$ cat src/rtl/addr_sweep_gen.sv
// addr_sweep_gen: restartable LANES-wide address sweep over valid/ready; SWEEP_LOOP_EN adds loop_en for continuous wrap.
module addr_sweep_gen #(
  parameter int ADDR_W = 14,
  parameter int LANES  = 2,
  parameter int CNT_W  = 14
) (
  input  logic                    clk,
  input  logic                    reset,
  input  logic                    start,
  input  logic [ADDR_W-1:0]       base,
  input  logic [CNT_W-1:0]        count,
  input  logic                    ready,
`ifdef SWEEP_LOOP_EN
  input  logic                    loop_en,
`endif
  output logic                    valid,
  output logic [LANES*ADDR_W-1:0] addr,
  output logic                    last,
  output logic                    busy,
  output logic                    done
);
  typedef enum logic [1:0] {IDLE, RUN, DONE} state_t;
  state_t                  state_q, state_d;
  logic [ADDR_W-1:0]       ab_q, ab_d, a0;
  logic [CNT_W-1:0]        cnt_q, cnt_d, b_q, b_d;
  logic [LANES*ADDR_W-1:0] addr_q, addr_d;
  logic                    valid_q, valid_d, last_q, last_d, busy_q, busy_d, done_q, done_d;
  logic                    load, wrap;
`ifdef SWEEP_LOOP_EN
  assign wrap = loop_en;
`else
  assign wrap = 1'b0;
`endif
  always_comb begin
    state_d = state_q;
    ab_d    = ab_q;
    cnt_d   = cnt_q;
    b_d     = b_q;
    valid_d = valid_q;
    last_d  = last_q;
    done_d  = 1'b0;
    load    = 1'b0;
    a0      = ab_q;
    case (state_q)
      IDLE: if (start) begin
        ab_d    = base & ~ADDR_W'(LANES - 1);
        cnt_d   = count;
        b_d     = '0;
        a0      = ab_d;
        load    = count != '0;
        valid_d = load;
        last_d  = count == CNT_W'(1);
        done_d  = !load;
        state_d = load ? RUN : DONE;
      end
      RUN: if (valid_q && ready) begin
        // lane 0 steps by LANES per beat; a wrap reloads it from the latched base
        load    = !last_q || wrap;
        b_d     = last_q ? '0 : b_q + CNT_W'(1);
        a0      = last_q ? ab_q : addr_q[ADDR_W-1:0] + ADDR_W'(LANES);
        last_d  = last_q ? (wrap && cnt_q == CNT_W'(1)) : (b_q + CNT_W'(2) == cnt_q);
        valid_d = !last_q || wrap;
        done_d  = last_q;
        state_d = (last_q && !wrap) ? DONE : RUN;
      end
      DONE: state_d = IDLE;
      default: state_d = IDLE;
    endcase
    addr_d = addr_q;
    for (int k = 0; k < LANES; k++)
      if (load) addr_d[k*ADDR_W +: ADDR_W] = a0 + ADDR_W'(k);
    busy_d = state_d != IDLE;
  end
  always_ff @(posedge clk or negedge reset) begin
    if (!reset) begin
      state_q <= IDLE;
      ab_q    <= '0;
      cnt_q   <= '0;
      b_q     <= '0;
      addr_q  <= '0;
      valid_q <= 1'b0;
      last_q  <= 1'b0;
      busy_q  <= 1'b0;
      done_q  <= 1'b0;
    end else begin
      state_q <= state_d;
      ab_q    <= ab_d;
      cnt_q   <= cnt_d;
      b_q     <= b_d;
      addr_q  <= addr_d;
      valid_q <= valid_d;
      last_q  <= last_d;
      busy_q  <= busy_d;
      done_q  <= done_d;
    end
  end
  assign valid = valid_q;
  assign addr  = addr_q;
  assign last  = last_q;
  assign busy  = busy_q;
  assign done  = done_q;
endmodule

$ cat config.mk
export PLATFORM = sky130hd
export DESIGN_NAME = addr_sweep_gen
export DESIGN_NICKNAME = d
export VERILOG_FILES = /design/src/rtl/addr_sweep_gen.sv
export SDC_FILE = /design/constraint.sdc
export NUM_CORES = 1
export LEC_CHECK = 0
export CAP_MARGIN = 20
export CORE_MARGIN = 5
export CORE_UTILIZATION = 55
export CTS_BUF_LIST = sky130_fd_sc_hd__clkbuf_2 sky130_fd_sc_hd__clkbuf_4 sky130_fd_sc_hd__clkbuf_8
export DETAILED_ROUTE_END_ITERATION = 8
export PLACE_DENSITY = 0.81
export SYNTH_ARGS = -nofsm -noshare
export SYNTH_HDL_FRONTEND = slang
export SYNTH_SLANG_ARGS = --single-unit
$ cat constraint.sdc
create_clock -name clk -period 3.2 [get_ports clk]
set_clock_uncertainty 0.15 [all_clocks]
set_input_delay 0.96 -clock clk [delete_from_list [all_inputs] [get_ports clk]]
set_output_delay 0.96 -clock clk [all_outputs]
set_load 0.1 [all_outputs]
==> flow_metrics.env <==
export IMPL_via_per_inst=5.92
export IMPL_async_reset_ff_share_pct=100
export IMPL_dpl_hpwl_um=8820
export IMPL_clockBufferDepth=2
export IMPL_num_rows=32
export IMPL_syn_cell_area_um2=4350
export IMPL_regArea_um2=1900
export IMPL_grt_max_degree=45
export IMPL_hold_viol=0
export IMPL_cp_slowest_cell="clkdlybuf4s50_1"
export IMPL_relSlewSlack_pct=62.1
export IMPL_layout_min_cycle_time_ns=3.02
export IMPL_path_cells="clkdlybuf4s50_1, nor4_1, buf_4, nand4_1, o21ai_1, buf_4, and2_0, nor2_1, and4_1, nor3_1"
export IMPL_ioPinCount=64
export IMPL_crit_fanout=3
export IMPL_worst_ir_drop_vdd_mv=1.45
export IMPL_p_leak_uw=0.00244
export IMPL_arrival_ns=3.15
export IMPL_synth_area_per_cell_um2=9.71
export IMPL_fmax_mhz=331
export IMPL_yosysWarnings=0
export IMPL_grt_ovfl_total=0
export IMPL_worstSetupPathType="input port to flip-flop"
export IMPL_htreeDepth=3
export IMPL_hp_class="flip-flop to flip-flop"
export IMPL_core_um2=7730
export IMPL_fin_cells=668
export IMPL_cts_tree="built"
export IMPL_fin_tns_setup_ns=0
export IMPL_synth_nets=484
export IMPL_tightestPinTransition_ns=0.568
export IMPL_drv_slew=0
export IMPL_antenna_found_initial=0
export IMPL_insertion_delay_ns=0.37
export IMPL_cts_hold_buf=0
export IMPL_cts_root_buf="clkbuf_8"
export IMPL_dp_cells=648
export IMPL_required_ns=3.32
export IMPL_finalNetCount=597
export IMPL_die_w_um=98.9
export IMPL_setup_ws_ns=0.177
export IMPL_max_stage_delay_ns=0.43
export IMPL_synthFlopType="dfrtp_1"
export IMPL_wl_per_cell_um=17.8
export IMPL_vias=3955
export IMPL_syn_to_final_growth_pct=29.2
export IMPL_endpoint_kind="flip-flop"
export IMPL_synth_edf_count=0
export IMPL_mostFrequentLayoutCell="buf_4"
export IMPL_rsz0062_at_grt="false"
export IMPL_dieArea_um2=9790
export IMPL_syn_inst=448
export IMPL_period_share_pct=94.5
export IMPL_num_antenna_cells=0
export IMPL_ant_nets=0
export IMPL_routed_wl_um=11900
export IMPL_dp_worst_setup_slack_ns=-0.306
export IMPL_cp_start_kind="input port"
export IMPL_drt_first_pass_iters=5
export IMPL_finalPower_uw=6350
export IMPL_critPathMostFrequentCell="buf_4"
export IMPL_gp_congestion=0.915
export IMPL_remaining_drc_errors=0
export IMPL_p_per_area_nw_per_um2=1130
export IMPL_multi_input_area_um2=2320
export IMPL_holdWs_ns=0.338
export IMPL_start_util_pct=56.3
export IMPL_final_layout_size_suffix_gt1_share_pct=28.1
export IMPL_path_clk_slew_ns=0.08
export IMPL_drt_iter0_markers=254
export IMPL_cts_buffers=9
export IMPL_yosys_cell_types_count=70
export IMPL_ys_ff_latch=76
export IMPL_grt_pass1_wl_um=19700
export IMPL_die_h_um=98.9
export IMPL_outcome="completed"
export IMPL_numClockSinks=76
export IMPL_final_cell_mix="buf_4, dfrtp_1, nor2_1, nand2_1, a21oi_1"
export IMPL_grt_pass1_vias=4005
export IMPL_seq_area_frac_synth_pct=43.7
export IMPL_grt_usage_pct=25.0
export IMPL_fill_cells=554
export IMPL_setup_violations=0
export IMPL_port_buffers=62
export IMPL_maxCapViolCount=0
layer usage:
metal	part of all wire [%]	routed length, um	vias up	global-route usage, %
li1	-	-	1847	-
met1	43	5160	1955	33.4
met2	49	5820	133	41.1
met3	6.0	711	20	5.31
met4	1.5	180	0	7.35
met5	0	0	-	0
synth_stat cells, types with 9 or more instances:
library cell / count / share of area [%]
nor4_1: 9 / 1.3
a21oi_1: 28 / 3.2
dfrtp_1: 76 / 44
nand4_1: 9 / 1.3
o21ai_0: 22 / 2.5
nand2_1: 38 / 3.3
nor2_1: 48 / 4.1
clkbuf_1: 14 / 1.2
xnor2_1: 20 / 4.0
nand3_1: 16 / 1.8
inv_1: 10 / 0.86
xor2_1: 15 / 3.0
mux2_2: 26 / 6.7
nor3_1: 12 / 1.4
layout make-up:
class                      instances  share of cell area (%)
multi-input combinational        343                    41.3
sequential                        76                    33.8
timing repair buffer             121                    18.0
clock buffer                      10                    2.34
tap                              102                    2.27
clock inverter                     6                    1.58
inverter                          10                   0.668
final timing paths:
check | start | endpoint | slack (ns) | cells past startpoint
max in group asynchronous | reset | addr[20] | 1.85 | 2
min | addr[22] | addr[22] | 0.34 | 2
max reg2reg | state_q[0] | addr[26] | 0.45 | 9
max | count[1] | addr[25] | 0.18 | 10
min in group asynchronous | reset | cnt_q[5] | 0.42 | 1
min reg2reg | addr[22] | addr[22] | 0.34 | 2
registers in the layout (all words and copies together) (netlist names):
name     cells
addr        28
cnt_q       14
valid        1
ab_q        14
last         1
busy         1
b_q         14
state_q      2
done         1
timing repair:
item / in CTS / in global routing
resized for setup: 0 / 6
buffers inserted: 0 / 4
endpoints found under the setup margin: 0 / 23
worst max-delay path, delay by kind of cell:
family,cells,cell delay [ns]
compound gates,1,0.34
buf+inv,3,0.78
simple gates,6,1.07
per-stage QoR:
step | cell area [um^2] | utilization [%]
after floorplan | 4350 | -
after global placement | 5360 | 69.3
after detailed placement | 5360 | 69.3
after CTS | 5580 | 72.2
after global routing | 5620 | 72.7
final | 5620 | 72.7
kinds of logic after synthesis:
kind of cell               Yosys count  synth area share, %
AOI/OAI and AO/OA                  103                 16.2
xor gates and xnor gates            35                 7.05
adders and majority gates            4                 1.15
buffers and inverters               29                 3.05
DFF                                 76                 43.7
muxes                               29                 7.45
and+or+nand+nor                    172                 21.3
power by group:
part | internal [uW] | switching (uW) | leakage (uW)
Combinational | 1320 | 2430 | 0.00140
Sequential | 1330 | 429 | 0.000931
Clock | 448 | 384 | 0.000106
No activity file was read; power rests on OpenSTA's default activity.
